## config.mk

```make
export PLATFORM = sky130hd
export DESIGN_NAME = bsg_rr_burst_arb
export DESIGN_NICKNAME = d
export VERILOG_FILES = /design/src/rtl/bsg_rr_burst_arb_pkg.sv /design/src/rtl/bsg_rr_burst_arb_pick.sv /design/src/rtl/bsg_rr_burst_arb.sv
export SDC_FILE = /design/constraint.sdc
export NUM_CORES = 1
export LEC_CHECK = 0
export ABC_AREA = 1
export BUFFER_PORTS_ARGS = -buffer_cell sky130_fd_sc_hd__buf_4
export CORE_UTILIZATION = 39
export CTS_BUF_LIST = sky130_fd_sc_hd__clkbuf_2
export DETAILED_ROUTE_END_ITERATION = 7
export SYNTH_ARGS = -nofsm -noshare
export SYNTH_HDL_FRONTEND = slang
export SYNTH_SLANG_ARGS = --single-unit
```

## constraint.sdc

```tcl
create_clock -name clk_i -period 2.1 [get_ports clk_i]
set_input_delay 0.315 -clock clk_i [delete_from_list [all_inputs] [get_ports clk_i]]
set_output_delay 0.315 -clock clk_i [all_outputs]
set_load 0.02 [all_outputs]
```

## src/rtl/bsg_rr_burst_arb_pkg.sv

```systemverilog
// rtl/bsg_rr_burst_arb_pkg.sv - shared types and width helper for the burst arbiter
package bsg_rr_burst_arb_pkg;

  typedef enum logic {eIdle, eLock} bsg_rr_burst_arb_state_e;

  // Field width that never collapses to zero bits for degenerate sizes
  function automatic int bsg_rr_burst_arb_lg(input int n);
    return (n > 1) ? $clog2(n) : 1;
  endfunction

endpackage

```

## src/rtl/bsg_rr_burst_arb_pick.sv

```systemverilog
// rtl/bsg_rr_burst_arb_pick.sv - combinational round-robin picker
// Rotates requests to start after last, priority-encodes, rotates the index back.
module bsg_rr_burst_arb_pick
  import bsg_rr_burst_arb_pkg::*;
#(
  parameter int inputs_p = 4,
  localparam int lg_inputs_lp = bsg_rr_burst_arb_lg(inputs_p)
) (
  input  logic [inputs_p-1:0]     reqs,
  input  logic [lg_inputs_lp-1:0] last,
  output logic [inputs_p-1:0]     grant,
  output logic [lg_inputs_lp-1:0] tag
);

  localparam logic [lg_inputs_lp:0] n_lp = (lg_inputs_lp+1)'(inputs_p);

  logic [lg_inputs_lp:0]   start;
  logic [lg_inputs_lp:0]   sum;
  logic [lg_inputs_lp-1:0] enc;
  logic [2*inputs_p-1:0]   doubled;
  logic [inputs_p-1:0]     rotated;

  always_comb begin
    start = {1'b0, last} + 1'b1;
    if (start >= n_lp) start = '0;
    doubled = {reqs, reqs};
    rotated = doubled[start +: inputs_p];
    enc = '0;
    for (int i = inputs_p - 1; i >= 0; i--) begin
      if (rotated[i]) enc = lg_inputs_lp'(i);
    end
    sum = start + {1'b0, enc};
    if (sum >= n_lp) sum = sum - n_lp;
    tag   = '0;
    grant = '0;
    if (|reqs) begin
      tag        = sum[lg_inputs_lp-1:0];
      grant[tag] = 1'b1;
    end
  end

endmodule

```

## src/rtl/bsg_rr_burst_arb.sv

```systemverilog
// rtl/bsg_rr_burst_arb.sv - round-robin arbiter that locks the grant for a whole burst
// Define BSG_RR_BURST_ARB_ASSERT_EN to compile in simulation checks.
module bsg_rr_burst_arb
  import bsg_rr_burst_arb_pkg::*;
#(
  parameter int inputs_p    = 4,
  parameter int max_burst_p = 4,
  localparam int lg_burst_lp  = bsg_rr_burst_arb_lg(max_burst_p),
  localparam int lg_inputs_lp = bsg_rr_burst_arb_lg(inputs_p)
) (
  input  logic                            clk_i,
  input  logic                            reset_n_i,
  input  logic                            grants_en_i,
  input  logic [inputs_p-1:0]             reqs_i,
  input  logic [inputs_p*lg_burst_lp-1:0] len_i,
  output logic [inputs_p-1:0]             grants_o,
  output logic [lg_inputs_lp-1:0]         tag_o,
  output logic                            v_o,
  input  logic                            yumi_i
);

  localparam logic [lg_inputs_lp-1:0] last_init_lp = lg_inputs_lp'(inputs_p - 1);
  localparam logic [lg_burst_lp-1:0]  one_beat_lp  = lg_burst_lp'(1);

  bsg_rr_burst_arb_state_e state_r, state_n;
  logic [lg_inputs_lp-1:0] last_r, last_n;
  logic [lg_inputs_lp-1:0] owner_r, owner_n;
  logic [lg_burst_lp-1:0]  beats_r, beats_n;
  logic [inputs_p-1:0]     pick_grant;
  logic [lg_inputs_lp-1:0] pick_tag;
  logic [lg_burst_lp-1:0]  win_len;
  logic                    fire;

  bsg_rr_burst_arb_pick #(
    .inputs_p(inputs_p)
  ) pick (
    .reqs (reqs_i),
    .last (last_r),
    .grant(pick_grant),
    .tag  (pick_tag)
  );

  always_comb begin
    win_len = '0;
    for (int i = 0; i < inputs_p; i++) begin
      if (pick_tag == lg_inputs_lp'(i)) win_len = len_i[i*lg_burst_lp +: lg_burst_lp];
    end
  end

  // Outputs are forced low while reset is asserted, independent of the clock
  always_comb begin
    grants_o = '0;
    tag_o    = '0;
    v_o      = 1'b0;
    state_n  = state_r;
    last_n   = last_r;
    owner_n  = owner_r;
    beats_n  = beats_r;
    if (reset_n_i) begin
      case (state_r)
        eIdle: begin
          grants_o = pick_grant;
          tag_o    = pick_tag;
          v_o      = (|reqs_i) & grants_en_i;
        end
        eLock: begin
          grants_o[owner_r] = 1'b1;
          tag_o             = owner_r;
          v_o               = reqs_i[owner_r] & grants_en_i;
        end
      endcase
    end
    fire = yumi_i & v_o;
    if (fire) begin
      case (state_r)
        eIdle: begin
          if (win_len == '0) begin
            last_n = pick_tag;
          end else begin
            owner_n = pick_tag;
            beats_n = win_len;
            state_n = eLock;
          end
        end
        eLock: begin
          beats_n = beats_r - one_beat_lp;
          if (beats_r == one_beat_lp) begin
            last_n  = owner_r;
            state_n = eIdle;
          end
        end
      endcase
    end
  end

  always_ff @(posedge clk_i or negedge reset_n_i) begin
    if (!reset_n_i) begin
      state_r <= eIdle;
      last_r  <= last_init_lp;
      owner_r <= '0;
      beats_r <= '0;
    end else begin
      state_r <= state_n;
      last_r  <= last_n;
      owner_r <= owner_n;
      beats_r <= beats_n;
    end
  end

`ifdef BSG_RR_BURST_ARB_ASSERT_EN
  localparam logic [lg_burst_lp-1:0] max_len_lp = lg_burst_lp'(max_burst_p - 1);

  always @(posedge clk_i) begin
    if (reset_n_i) begin
      if (yumi_i && !v_o) $error("bsg_rr_burst_arb: yumi_i without v_o");
      if (state_r == eLock && !reqs_i[owner_r]) $error("bsg_rr_burst_arb: owner request dropped mid-burst");
      if (state_r == eIdle && fire && win_len > max_len_lp) $error("bsg_rr_burst_arb: len_i above max_burst_p-1");
      if (!$onehot0(grants_o)) $error("bsg_rr_burst_arb: grants_o not one-hot");
    end
  end
`else
  // checks compiled out; datapath above is unchanged
`endif

endmodule
```

==> results.sh, run 1 <==
export IMPL_r2r_cells=18
export IMPL_hp_class="input pin to async pin"
export IMPL_synthToLayoutAreaGrowth_pct=67.62
export IMPL_layout_setup_ws_ps=-454.5
export IMPL_die_x_um=52.76
export IMPL_drive_gt1_frac=0.6209
export IMPL_setup_violations=13
export IMPL_crit_top_cell="nand2_2"
export IMPL_core_area_sq_um=2455
export IMPL_r2r_start="last_r[0]"
export IMPL_place_ws_ps=-306.4
export IMPL_worstSetupStartpointType="register"
export IMPL_portBuffers=22
export IMPL_synthesis_area_sq_um=1005
export IMPL_critical_path_top_delay_family="simple AND/OR/NAND/NOR gates"
export IMPL_synth_seq_cells=7
export IMPL_grt_pass1_wl_mm=4.526
export IMPL_avgSynthCellArea_sq_um=6.399
export IMPL_dr_pass1_iters=4
export IMPL_nets=230
export IMPL_timing_final_crit_share=1.216
export IMPL_start_util=0.4093
export IMPL_setup_tns_final_ps=-4825
export IMPL_clk_pin_slew_ps=70
export IMPL_critPathMaxStageDelay_ps=580
export IMPL_synthCells=157
export IMPL_die_area_sq_um=2783
export IMPL_cts_buffers_inserted=3
export IMPL_antenna_found_initial=0
export IMPL_fmax_ghz=0.3915
export IMPL_wl_per_cell_um=11.84
export IMPL_antenna_left=0
export IMPL_drv_cap=0
export IMPL_final_cell_mix="buf_4 (43), nand2_1 (34), nand2_2 (24)"
export IMPL_ys_seq_area_frac=0.1768
export IMPL_end_kind="primary output"
export IMPL_finish_utilization=0.6860
export IMPL_critPathRequiredTime_ps=1780
export IMPL_worst_path_max_delay_cell="dfstp_2"
export IMPL_htree_levels=1
export IMPL_viasPerCell=4.971
export IMPL_ys_types=27
export IMPL_finalClockSkew_ps=0.9827
export IMPL_die_h_um=52.76
export IMPL_crit_fanout=7
export IMPL_ios=23
export IMPL_track_usage=0.2220
export IMPL_grt_max_degree=14
export IMPL_rows=18
export IMPL_syn_nets=175
export IMPL_final_common_cell="buf_4"
export IMPL_gp_congestion=0.8143
export IMPL_dp_hpwl_mm=2.165
export IMPL_worstSetupPathType="register to primary output"
export IMPL_grt_overflow=0
export IMPL_clock_sinks=7
export IMPL_arrival_ps=2240
export IMPL_reg2reg_to="state_r"
export IMPL_cts_tree="built"
export IMPL_worstMarginPinSlew_ps=424.1
export IMPL_ys_warn_count=0
export IMPL_wirelength_mm=2.854
export IMPL_clock_latency_ps=220
export IMPL_antenna_cells=0
export IMPL_first_global_vias=1048
export IMPL_cts_root_buffer="clkbuf_2"
export IMPL_violations="setup timing"
export IMPL_drc=0
export IMPL_cp_num_buf_inv=3
export IMPL_relSlewSlack=0.7170
export IMPL_cts_buffer_depth=2
export IMPL_first_iter_violations=9
export IMPL_route_vias_total=1198
export IMPL_rsz0062_at_grt="yes"
export IMPL_crit_chain="ha_4, inv_6, o211ai_1, nand2_1, nand2_2, nand2_2, nand2_2, nand2_2, nand2_2, nand2_4, nand2_4, a21oi_4, inv_2, nor2_4, buf_6"
export IMPL_slew_violations=0
export IMPL_fin_crit_ps=2555
export IMPL_status="finished with violations"
export IMPL_hold_viol=0
export IMPL_r2r_setup_slack_ps=-370
-- routing by layer --
metal,up-vias,wire length [um],track usage
met3,0,41,0.02609
met1,563,1267,0.2855
met2,16,1544,0.3819
met4,0,0,0.06579
met5,-,0,0
li1,619,-,-
-- flip-flops by register name, summed over array words and instances, names as in the netlist --
signal,flops
beats_r,2
owner_r,2
last_r,2
state_r,1
-- per-stage QoR --
stage	instances	hold slack (ps)	area (sq um)
after floorplan	157	19.41	1104
after global placement	222	143.3	1406
after detailed placement	222	143.5	1406
after CTS	238	425.6	1607
after global routing	241	438.8	1684
final	241	444.4	1684
-- worst max path at each step --
stage / startpoint / endpoint / slack, ps / cells past startpoint
6_report: last_r[0] / tag_o[1] / -450 / 15
5_1_grt: last_r[0] / tag_o[1] / -600 / 15
4_1_cts: last_r[0] / tag_o[1] / -490 / 15
3_5_place_dp: last_r[0] / tag_o[1] / -310 / 16
3_3_place_gp: last_r[0] / tag_o[1] / -280 / 15
2_1_floorplan: last_r[0] / tag_o[1] / -190 / 15
-- synthesized netlist by cell type (all sizes together) --
| cell type | number | area [sq um] |
|---|---|---|
| a211oi | 1 | 7.510 |
| a21oi | 7 | 35.03 |
| buf | 1 | 5.000 |
| dfrtp | 5 | 125.1 |
| dfstp | 2 | 52.55 |
| ha | 2 | 25.02 |
| inv | 25 | 98.84 |
| nand2 | 64 | 302.8 |
| nand3 | 28 | 192.7 |
| nand4 | 5 | 37.53 |
| nor2 | 9 | 65.06 |
| nor4 | 1 | 12.51 |
| o2111ai | 1 | 8.760 |
| o211ai | 2 | 15.01 |
| o21ai | 3 | 15.01 |
| or2 | 1 | 6.260 |
-- final cells by class --
type	count	area (sq um)
multi-input combinational	124	933.4
fill	227	770.7
timing repair buffer	51	411.6
sequential	7	177.7
inverter	25	103.9
tap	30	37.54
clock buffer	4	20.02
-- repair_timing --
item,CTS,global route
hold buffers,1,0
pin swaps,26,26
buffers inserted,11,3
resized for setup,23,14
endpoints found under the setup margin,13,13
endpoints found under the hold margin,5,0
-- logic make-up after synthesis --
| family | synth area share |
|---|---|
| compound gates | 0.08094 |
| fa+ha+maj | 0.02490 |
| buf+inv | 0.1034 |
| flops | 0.1768 |
| simple gates | 0.6139 |
Power of run 1 is not shown: default switching activity piles up to over one toggle a cycle in this logic, so the estimate is an artifact.
==> run 2: changes to the inputs <==
Settings changed: SETUP_SLACK_MARGIN from default to 0.5.
==> run 2 against run 1 <==
Critical endpoint unchanged. Die area is the same. Global-route usage grew 1.4 points. Non-clock buffer count grew 4. Utilization grew 2.1 points. The run still ends with setup timing left.
==> results.sh, run 2 (synthesis results as in run 1) <==
export IMPL_status="finished with violations"
export IMPL_violations="setup timing"
export IMPL_r2r_start="last_r[0]"
export IMPL_worstSetupStartpoint="last_r[0]"
export IMPL_n_fill_cell=217
export IMPL_critPathMaxStageDelay_ps=580
export IMPL_worstMarginPinSlew_ps=424.5
export IMPL_wirelength_mm=2.991
export IMPL_cp_num_buf_inv=3
export IMPL_drv_cap=0
export IMPL_htree_levels=1
export IMPL_worstSetupStartpointType="register"
export IMPL_track_usage=0.2358
export IMPL_antenna_cells=0
export IMPL_first_iter_violations=18
export IMPL_relSlewSlack=0.7167
export IMPL_crit_chain="ha_4, inv_6, o211ai_1, nand2_1, nand2_2, nand2_2, nand2_2, nand2_2, nand2_2, nand2_4, nand2_4, a21oi_4, inv_2, nor2_4, buf_6"
export IMPL_route_vias_total=1243
export IMPL_die_x_um=52.76
export IMPL_placed_cell_area_sq_um=1406
export IMPL_grt_pass1_wl_mm=4.795
export IMPL_viasPerCell=5.073
export IMPL_final_cell_mix="buf_4 (46), nand2_1 (34), nand2_2 (24)"
export IMPL_cts_buffer_depth=2
export IMPL_nets=234
export IMPL_fin_crit_ps=2564
export IMPL_cts_tree="built"
export IMPL_first_global_vias=1083
export IMPL_layout_setup_ws_ps=-464.5
export IMPL_rows=18
export IMPL_ios=23
export IMPL_die_area_sq_um=2783
export IMPL_core_area_sq_um=2455
export IMPL_top_regs="beats_r: 2 flops, last_r: 2 flops, owner_r: 2 flops"
export IMPL_crit_top_cell="nand2_2"
export IMPL_fmax_ghz=0.3899
export IMPL_antenna_found_initial=0
export IMPL_grt_max_degree=14
export IMPL_finalInstanceArea_sq_um=1735
export IMPL_clock_sinks=7
export IMPL_dp_cells=222
export IMPL_dr_pass1_iters=5
export IMPL_r2r_setup_slack_ps=-390
export IMPL_cts_buffers_inserted=3
export IMPL_timing_final_crit_share=1.221
export IMPL_hp_class="input pin to async pin"
export IMPL_drive_gt1_frac=0.6651
export IMPL_grt_overflow=0
export IMPL_dp_hpwl_mm=2.165
export IMPL_gp_congestion=0.8143
export IMPL_final_common_cell="buf_4"
export IMPL_wl_per_cell_um=12.21
export IMPL_drc=0
export IMPL_worstSetupPathType="register to primary output"
export IMPL_crit_fanout=7
export IMPL_portBuffers=22
export IMPL_slew_violations=0
export IMPL_clock_latency_ps=220
export IMPL_antenna_left=0
export IMPL_critical_path_top_delay_family="simple AND/OR/NAND/NOR gates"
export IMPL_critPathRequiredTime_ps=1780
export IMPL_hold_viol=0
export IMPL_clk_pin_slew_ps=70
export IMPL_start_util=0.4093
export IMPL_end_kind="primary output"
export IMPL_finalClockSkew_ps=0.2152
export IMPL_worst_path_max_delay_cell="dfstp_2"
export IMPL_rsz0062_at_grt="yes"
export IMPL_fin_cells=245
export IMPL_die_h_um=52.76
export IMPL_cts_root_buffer="clkbuf_2"
export IMPL_arrival_ps=2250
export IMPL_synthToLayoutAreaGrowth_pct=72.73
export IMPL_place_ws_ps=-306.4
export IMPL_setup_violations=13
run 2: cell types whose count changed in the layout (fill, tap and decap cells not counted):
cell,previous run,this run
a21oi_1,2,1
a21oi_2,1,2
buf_4,43,46
buf_6,7,8
dfrtp_1,5,2
dfrtp_2,0,3
inv_1,15,12
inv_2,7,9
inv_4,2,3
nor2_1,3,2
nor2_4,5,6
o21ai_0,1,0
o21ai_1,1,2
run 2: path summary, 6_finish.rpt:
path                         endpoint  cells after the start
hold / removal              last_r[1]                      1
min in group clk_i         beats_r[1]                      2
setup reg to reg              state_r                     18
max in group asynchronous  owner_r[0]                      2
hold reg to reg            beats_r[1]                      2
setup / recovery             tag_o[1]                     15
run 2: routing by layer:
| layer | vias to the layer above | wire length [um] | track usage |
|---|---|---|---|
| met5 | - | 0 | 0 |
| met4 | 0 | 0 | 0.07456 |
| met3 | 0 | 57 | 0.02899 |
| met2 | 20 | 1622 | 0.4030 |
| met1 | 598 | 1312 | 0.3028 |
| li1 | 625 | - | - |
run 2: per-stage QoR:
step / TNS [ps] / utilization / hold WS (ps)
2_1_floorplan: -1499 / - / 19.41
3_3_place_gp: -2712 / 0.5729 / 143.3
3_5_place_dp: -3179 / 0.5729 / 143.5
4_1_cts: -4959 / 0.6702 / 42.44
5_1_grt: -6745 / 0.7069 / 37.21
6_report: -4952 / 0.7069 / 60.25
run 2: what timing repair did:
item / CTS / global route
gates cloned: 0 / 0
gates resized for setup: 29 / 20
setup endpoints to repair: 14 / 14
pin swaps: 28 / 24
hold buffers: 1 / 0
endpoints found under the hold margin: 5 / 0
setup buffers: 15 / 3
run 2: final cells by class:
class | instances | area (sq um) | area share
multi-input cells | 124 | 944.7 | 0.5443
repair buffers | 55 | 445.4 | 0.2567
flip-flops and latches | 7 | 181.4 | 0.1045
inverters | 25 | 106.4 | 0.06128
well taps | 30 | 37.54 | 0.02163
clock buffers | 4 | 20.02 | 0.01154
Power of run 2 is left out for the same reason.
